==> config.mk <==
export PLATFORM = sky130hd
export DESIGN_NAME = mips_mem_arbiter_flat
export DESIGN_NICKNAME = d
export VERILOG_FILES = /design/src/rtl/mips_mem_arbiter_if.sv /design/src/rtl/mips_mem_arbiter.sv /design/src/flat_wrapper.sv
export SDC_FILE = /design/constraint.sdc
export NUM_CORES = 1
export LEC_CHECK = 0
export BUFFER_PORTS_ARGS = -buffer_cell sky130_fd_sc_hd__buf_2
export CORE_UTILIZATION = 40
export DETAILED_ROUTE_END_ITERATION = 12
export PLACE_DENSITY = 0.82
export SLEW_MARGIN = 0
export SYNTH_ARGS = -nofsm -noshare
export SYNTH_HDL_FRONTEND = slang
export SYNTH_SLANG_ARGS = --single-unit
==> constraint.sdc <==
create_clock -name clk -period 1.82 [get_ports clk]
set_input_delay 0.182 -clock clk [delete_from_list [all_inputs] [get_ports clk]]
set_output_delay 0.182 -clock clk [all_outputs]
set_load 0.01 [all_outputs]
==> src/rtl/mips_mem_arbiter_if.sv <==
// mips_mem_arbiter_if: CPU fetch/data ports plus the shared memory port.
// slave = arbiter side, master = CPU and memory side.
interface mips_mem_arbiter_if #(
    parameter int ADDR_W = 32,
    parameter int DATA_W = 32
);
    logic              if_req;
    logic [ADDR_W-1:0] if_addr;
    logic [DATA_W-1:0] if_rdata;
    logic              if_ack;
    logic              if_stall;
    logic              dm_req;
    logic              dm_we;
    logic [ADDR_W-1:0] dm_addr;
    logic [DATA_W-1:0] dm_wdata;
    logic [DATA_W-1:0] dm_rdata;
    logic              dm_ack;
    logic              dm_stall;
    logic              mem_en;
    logic              mem_we;
    logic [ADDR_W-3:0] mem_addr;
    logic [DATA_W-1:0] mem_wdata;
    logic [DATA_W-1:0] mem_rdata;

    modport slave (
        input  if_req, if_addr, dm_req, dm_we, dm_addr, dm_wdata, mem_rdata,
        output if_rdata, if_ack, if_stall, dm_rdata, dm_ack, dm_stall,
        output mem_en, mem_we, mem_addr, mem_wdata
    );

    modport master (
        output if_req, if_addr, dm_req, dm_we, dm_addr, dm_wdata, mem_rdata,
        input  if_rdata, if_ack, if_stall, dm_rdata, dm_ack, dm_stall,
        input  mem_en, mem_we, mem_addr, mem_wdata
    );
endinterface

==> src/rtl/mips_mem_arbiter.sv <==
// mips_mem_arbiter: serialises IF and DM accesses onto one single-port memory.
// Define MEM_ARB_STATS_EN to enable the saturating stall-cycle counters.
module mips_mem_arbiter #(
    parameter int ADDR_W     = 32,
    parameter int DATA_W     = 32,
    parameter int MEM_LAT    = 1,
    parameter int STARVE_MAX = 4
) (
    input  logic                clk,
    input  logic                rst_n,
    mips_mem_arbiter_if.slave   bus,
    output logic [31:0]         if_stall_cycles,
    output logic [31:0]         dm_stall_cycles
);
    localparam int WA = ADDR_W - 2;
    localparam int SW = $clog2(STARVE_MAX + 1);

    typedef enum logic [1:0] {IDLE, ISSUE, WAIT, ACK} state_t;

    state_t            state_q, state_d;
    logic [2:0]        cnt_q, cnt_d;
    logic              own_dm_q, own_dm_d;
    logic [WA-1:0]     addr_q, addr_d;
    logic              we_q, we_d;
    logic [DATA_W-1:0] wdata_q, wdata_d;
    logic [SW-1:0]     starve_q, starve_d;
    logic [DATA_W-1:0] if_rdata_q, if_rdata_d;
    logic [DATA_W-1:0] dm_rdata_q, dm_rdata_d;
    logic              starved, pick_if, issue;
    logic              if_ack_w, dm_ack_w;
    logic              if_stall_w, dm_stall_w;
    logic              unused_lsb;

    assign unused_lsb = ^{bus.if_addr[1:0], bus.dm_addr[1:0]};

    assign starved = starve_q >= SW'(STARVE_MAX);
    assign pick_if = bus.if_req && (!bus.dm_req || starved);

    always_ff @(posedge clk or negedge rst_n) begin
        if (!rst_n) begin
            state_q    <= IDLE;
            cnt_q      <= '0;
            own_dm_q   <= 1'b0;
            addr_q     <= '0;
            we_q       <= 1'b0;
            wdata_q    <= '0;
            starve_q   <= '0;
            if_rdata_q <= '0;
            dm_rdata_q <= '0;
        end else begin
            state_q    <= state_d;
            cnt_q      <= cnt_d;
            own_dm_q   <= own_dm_d;
            addr_q     <= addr_d;
            we_q       <= we_d;
            wdata_q    <= wdata_d;
            starve_q   <= starve_d;
            if_rdata_q <= if_rdata_d;
            dm_rdata_q <= dm_rdata_d;
        end
    end

    always_comb begin
        state_d    = state_q;
        cnt_d      = cnt_q;
        own_dm_d   = own_dm_q;
        addr_d     = addr_q;
        we_d       = we_q;
        wdata_d    = wdata_q;
        starve_d   = starve_q;
        if_rdata_d = if_rdata_q;
        dm_rdata_d = dm_rdata_q;
        unique case (state_q)
            IDLE: begin
                if (bus.if_req || bus.dm_req) begin
                    state_d  = ISSUE;
                    own_dm_d = !pick_if;
                    if (pick_if) begin
                        addr_d   = bus.if_addr[ADDR_W-1:2];
                        we_d     = 1'b0;
                        wdata_d  = '0;
                        starve_d = '0;
                    end else begin
                        addr_d  = bus.dm_addr[ADDR_W-1:2];
                        we_d    = bus.dm_we;
                        wdata_d = bus.dm_wdata;
                        if (bus.if_req && !starved)
                            starve_d = starve_q + 1'b1;
                    end
                end
            end
            ISSUE: begin
                state_d = WAIT;
                cnt_d   = 3'(MEM_LAT);
            end
            WAIT: begin
                // mem_rdata is valid in the last WAIT cycle
                if (cnt_q <= 3'd1) begin
                    cnt_d   = '0;
                    state_d = ACK;
                    if (!we_q) begin
                        if (own_dm_q) dm_rdata_d = bus.mem_rdata;
                        else          if_rdata_d = bus.mem_rdata;
                    end
                end else begin
                    cnt_d = cnt_q - 1'b1;
                end
            end
            ACK:     state_d = IDLE;
            default: state_d = IDLE;
        endcase
    end

    assign issue    = state_q == ISSUE;
    assign if_ack_w = (state_q == ACK) && !own_dm_q;
    assign dm_ack_w = (state_q == ACK) && own_dm_q;

    // Gated by rst_n so every output reads 0 while reset is held
    assign if_stall_w = rst_n && bus.if_req && !if_ack_w;
    assign dm_stall_w = rst_n && bus.dm_req && !dm_ack_w;

    assign bus.mem_en    = issue;
    assign bus.mem_we    = issue && we_q;
    assign bus.mem_addr  = issue ? addr_q : '0;
    assign bus.mem_wdata = issue ? wdata_q : '0;
    assign bus.if_ack    = if_ack_w;
    assign bus.dm_ack    = dm_ack_w;
    assign bus.if_rdata  = if_rdata_q;
    assign bus.dm_rdata  = dm_rdata_q;
    assign bus.if_stall  = if_stall_w;
    assign bus.dm_stall  = dm_stall_w;

`ifdef MEM_ARB_STATS_EN
    always_ff @(posedge clk or negedge rst_n) begin
        if (!rst_n) begin
            if_stall_cycles <= '0;
            dm_stall_cycles <= '0;
        end else begin
            if (if_stall_w && !(&if_stall_cycles))
                if_stall_cycles <= if_stall_cycles + 32'd1;
            if (dm_stall_w && !(&dm_stall_cycles))
                dm_stall_cycles <= dm_stall_cycles + 32'd1;
        end
    end
`else
    assign if_stall_cycles = '0;
    assign dm_stall_cycles = '0;
`endif
endmodule

==> src/flat_wrapper.sv <==
// flat-port wrapper written by rule: the top's interface ports become plain ports
module mips_mem_arbiter_flat 
#(
    parameter int ADDR_W     = 32,
    parameter int DATA_W     = 32,
    parameter int MEM_LAT    = 1,
    parameter int STARVE_MAX = 4
)
  (clk, rst_n, if_stall_cycles, dm_stall_cycles, bus_if_req, bus_if_addr, bus_dm_req, bus_dm_we, bus_dm_addr, bus_dm_wdata, bus_mem_rdata, bus_if_rdata, bus_if_ack, bus_if_stall, bus_dm_rdata, bus_dm_ack, bus_dm_stall, bus_mem_en, bus_mem_we, bus_mem_addr, bus_mem_wdata);
  mips_mem_arbiter_if #(.ADDR_W(ADDR_W), .DATA_W(DATA_W)) bus_i ();
  input  logic clk;
  input  logic rst_n;
  output logic [31:0] if_stall_cycles;
  output logic [31:0] dm_stall_cycles;
  input wire logic [$bits(bus_i.if_req)-1:0] bus_if_req;
  input wire logic [$bits(bus_i.if_addr)-1:0] bus_if_addr;
  input wire logic [$bits(bus_i.dm_req)-1:0] bus_dm_req;
  input wire logic [$bits(bus_i.dm_we)-1:0] bus_dm_we;
  input wire logic [$bits(bus_i.dm_addr)-1:0] bus_dm_addr;
  input wire logic [$bits(bus_i.dm_wdata)-1:0] bus_dm_wdata;
  input wire logic [$bits(bus_i.mem_rdata)-1:0] bus_mem_rdata;
  output wire logic [$bits(bus_i.if_rdata)-1:0] bus_if_rdata;
  output wire logic [$bits(bus_i.if_ack)-1:0] bus_if_ack;
  output wire logic [$bits(bus_i.if_stall)-1:0] bus_if_stall;
  output wire logic [$bits(bus_i.dm_rdata)-1:0] bus_dm_rdata;
  output wire logic [$bits(bus_i.dm_ack)-1:0] bus_dm_ack;
  output wire logic [$bits(bus_i.dm_stall)-1:0] bus_dm_stall;
  output wire logic [$bits(bus_i.mem_en)-1:0] bus_mem_en;
  output wire logic [$bits(bus_i.mem_we)-1:0] bus_mem_we;
  output wire logic [$bits(bus_i.mem_addr)-1:0] bus_mem_addr;
  output wire logic [$bits(bus_i.mem_wdata)-1:0] bus_mem_wdata;
  assign bus_i.if_req = bus_if_req;
  assign bus_i.if_addr = bus_if_addr;
  assign bus_i.dm_req = bus_dm_req;
  assign bus_i.dm_we = bus_dm_we;
  assign bus_i.dm_addr = bus_dm_addr;
  assign bus_i.dm_wdata = bus_dm_wdata;
  assign bus_i.mem_rdata = bus_mem_rdata;
  assign bus_if_rdata = bus_i.if_rdata;
  assign bus_if_ack = bus_i.if_ack;
  assign bus_if_stall = bus_i.if_stall;
  assign bus_dm_rdata = bus_i.dm_rdata;
  assign bus_dm_ack = bus_i.dm_ack;
  assign bus_dm_stall = bus_i.dm_stall;
  assign bus_mem_en = bus_i.mem_en;
  assign bus_mem_we = bus_i.mem_we;
  assign bus_mem_addr = bus_i.mem_addr;
  assign bus_mem_wdata = bus_i.mem_wdata;
  mips_mem_arbiter #(.ADDR_W(ADDR_W), .DATA_W(DATA_W), .MEM_LAT(MEM_LAT), .STARVE_MAX(STARVE_MAX)) u_core (.clk(clk), .rst_n(rst_n), .bus(bus_i), .if_stall_cycles(if_stall_cycles), .dm_stall_cycles(dm_stall_cycles));
endmodule
==> results.md <==
- Grt ovf: 0
- Max-slew violation count: 0
- Worst-Margin Slew: 624 ps
- Primary FF master, synth: dfrtp_1
- Yosys top cell area share: 51.1%
- Initial DRC Count: 235
- Number of CTS-inserted buffers: 17
- Die area: 0.0172 mm²
- Pwr Density: 1730 mW/mm²
- Req. time, crit path: 1640 ps
- Detailed Routing Iterations Pass 1: 5
- Outcome: finished clean
- CTS H-tree lvls: 4
- Sequential element share of the synthesized area: 51.1%
- Share of cells above drive strength 1: 49.0%
- Post-Syn Area: 0.00665 mm²
- Critical Path Sink: bus_mem_addr[2]
- Reg2Reg Depth: 5
- CTS tree: done
- Switching part of the total: 35.0%
- Crit path buf inv count: 3
- Cell with the most instances after synthesis: dfrtp_1
- Crit path depth: 5
- Final Non-Filler Cells: 1,137
- R2R Path End: u_core.bus.dm_rdata[18]
- WHS: 12.5 ps
- Lkg Pwr: 4.96 nW
- Hold WC Path Type: primary input to register
- RSZ-0062 raised after global routing: yes
- Worst rel slew slack: 58.4%
- Insertion delay to the later sink of the worst-skew pair: 420 ps
- Initial antenna violation count: 0
- Sequential share of power: 31.4%
- Startpoint types: register
- Ant diodes: 0
- Finish-stage setup viols: 0
- Final period utilization: 99.7%
- Ys async rst share: 100%
- Buffers on Ports: 260
- RD Place Congestion: 0.784
- Largest net degree at the start of global routing: 112
- Root Buffer: clkbuf_16
- Syn Area/Cell: 11.6 µm²
- VDD IR max: 0.746 mV
- Slowest CP cell: dfrtp_2
- Vias per cell: 4.93
- Ports: 329
- WS Path Type: register to output pin
- Clock sink count: 136
- Vias in the first global route: 5,219
- Flops & latches, synth: 136
- Fin util: 61.5%
- Setup slack after layout: 5.23 ps
- Synth warnings: 0
- Post-synth EDFFs: 0
- Synth area leaders: dfrtp_1 (51%), buf_4 (8.0%), mux2_4 (7.7%)
- DRT Wirelength: 19,600 µm
- FP Rows: 46
- Die W: 131 µm
- Clock Skew: 7.14 ps
- Synth-to-Final Area Change: 48.4%
- Vert. Die Dim: 131 µm
- WL/cell: 17.3 µm
- Synth unique cells: 33
- FF-to-FF Start: u_core.state_q[0]
- Hold Vio Cnt, Final: 0
- GRT Resource Usage Total: 20.1%
- Syn Inst Count: 573
- Maxcap violations: 0
- Initial Util: 41.4%
- # DRC: 0
- Minimum setup slack among reg-to-reg paths: 90 ps
- Inst Count DP: 1,031
- Final min period: 1810 ps
- Arrival time of the worst setup path: 1630 ps
- Comb pwr share: 48.4%
- Hold Crit Start: bus_dm_addr[17]
- Area leader, netlist: dfrtp_1
- CP Cell Sequence: ha_4 > buf_12 > buf_6 > and2_1 > buf_2
- Vias: 5,610
- Clock group share of total power: 20.2%
- Int Power: 11.1 mW
- Crit-path max cell delay: 440 ps
- P_sw: 5.99 mW
- Max Clock Freq: 551 MHz
- Top post-synthesis cells by count: dfrtp_1 (136), buf_4 (71), and2_1 (64)
- Worst-path clk slew: 60 ps
- TNS Setup: 0 ps
- Crit path launch: u_core.state_q[0]
- # fillers: 1,190
- Hpwl dp: 11,600 µm
- Pre-CTS setup slack: 99.7 ps
- Core Footprint: 0.0161 mm²
- Cell family with most CP delay: flip-flops
- Clk buf depth: 2
- First-pass GRT wire length: 26,300 µm
- Final ANT Viol Nets: 0
- Critical path peak fanout: 7
- Fin nets: 1,048
- CP endpoint kind: output pin
## registers in the layout, summed over array words and instances, names as in the netlist
signal / count
u_core.addr_q: 30
u_core.bus.dm_rdata: 32
u_core.bus.if_rdata: 32
u_core.cnt_q: 3
u_core.own_dm_q: 1
u_core.starve_q: 3
u_core.state_q: 2
u_core.wdata_q: 32
u_core.we_q: 1
## worst min-delay path by stage
stage	endpoint	slack [ps]	cells past startpoint
6_report	u_core.addr_q[15]	10	3
4_1_cts	u_core.bus.dm_rdata[19]	0.1	2
3_3_place_gp	u_core.wdata_q[17]	260	2
2_1_floorplan	u_core.addr_q[0]	-110	0
3_5_place_dp	u_core.wdata_q[17]	260	2
5_1_grt	u_core.bus.if_rdata[31]	-0.5	2
## power groups by stage
stage / registers, mW / clock network (mW) / logic (mW)
after global placement: 5.22 / 0 / 6.49
after global routing: 5.53 / 3.66 / 8.85
after detailed placement: 5.31 / 0 / 6.65
final: 5.37 / 3.46 / 8.28
after floorplan: 5.52 / 0 / 4.05
after CTS: 5.28 / 3.52 / 6.94
## metrics by stage
stage / area, µm² / total power, mW
finish: 9870 / 17.1
global route: 9870 / 18.0
CTS: 9290 / 15.7
detailed placement: 8070 / 12.0
global placement: 8070 / 11.7
floorplan: 6890 / 9.56
## cells in the final DEF, fill, tap and decap left out, types with 4 or more instances in the layout
cell and n:
buf_2 225, dfrtp_1 135, conb_1 64, dlygate4sd3_1 58, and2_4 47, buf_6 40, nor2_1 36, a22o_1 35
mux2_4 34, o21ai_0 32, a31oi_1 31, mux2_2 31, a21oi_1 30, clkbuf_16 23, and2_1 17, buf_4 14
buf_12 12, inv_1 6, ha_1 6, nand2_1 4
## what timing repair did
| item | CTS | global route |
|---|---|---|
| pin swaps | 1 | 23 |
| gates cloned | 1 | 9 |
| setup buffers | 1 | 5 |
| hold endpoints to repair | 197 | 1 |
| gates resized for setup | 5 | 88 |
| hold buffers | 57 | 1 |
| setup endpoints to repair | 42 | 37 |
## final cells by class
type / count / area [µm²] / share of cell area (%)
tap: 216 / 270 / 2.74
inverter: 7 / 26.3 / 0.266
sequential: 136 / 3400 / 34.5
clock buffer: 18 / 429 / 4.35
timing repair buffer: 356 / 2680 / 27.1
multi-input combinational: 390 / 2900 / 29.3
clock inverter: 14 / 168 / 1.70
## worst reg2reg max path: stages, from the launching register on
cell and delay [ps]:
dfrtp_2 440, inv_1 110, ha_1 290, nand4_4 230
buf_12 230, mux2_4 310
## cell families (layout without fill, tap and decap cells)
kind of cell	after synthesis	after routing	synth area share, %
compound gates	139	139	13.8
flops	136	136	51.1
simple gates	115	115	9.74
buf+inv	110	395	11.0
mux	65	65	12.9
fa+ha+maj	7	7	1.32
other cells	1	64	0.0564
## metal layers
| layer | vias up | track usage (%) | part of all wire [%] | wire length (µm) |
|---|---|---|---|---|
| li1 | 2546 | - | - | - |
| met2 | 280 | 36.0 | 52 | 10300 |
| met5 | - | 0 | 0 | 0 |
| met4 | 0 | 7.17 | 1.9 | 371 |
| met3 | 23 | 4.68 | 6.2 | 1220 |
| met1 | 2761 | 23.5 | 39 | 7750 |
(Power assumes the default switching activity.)
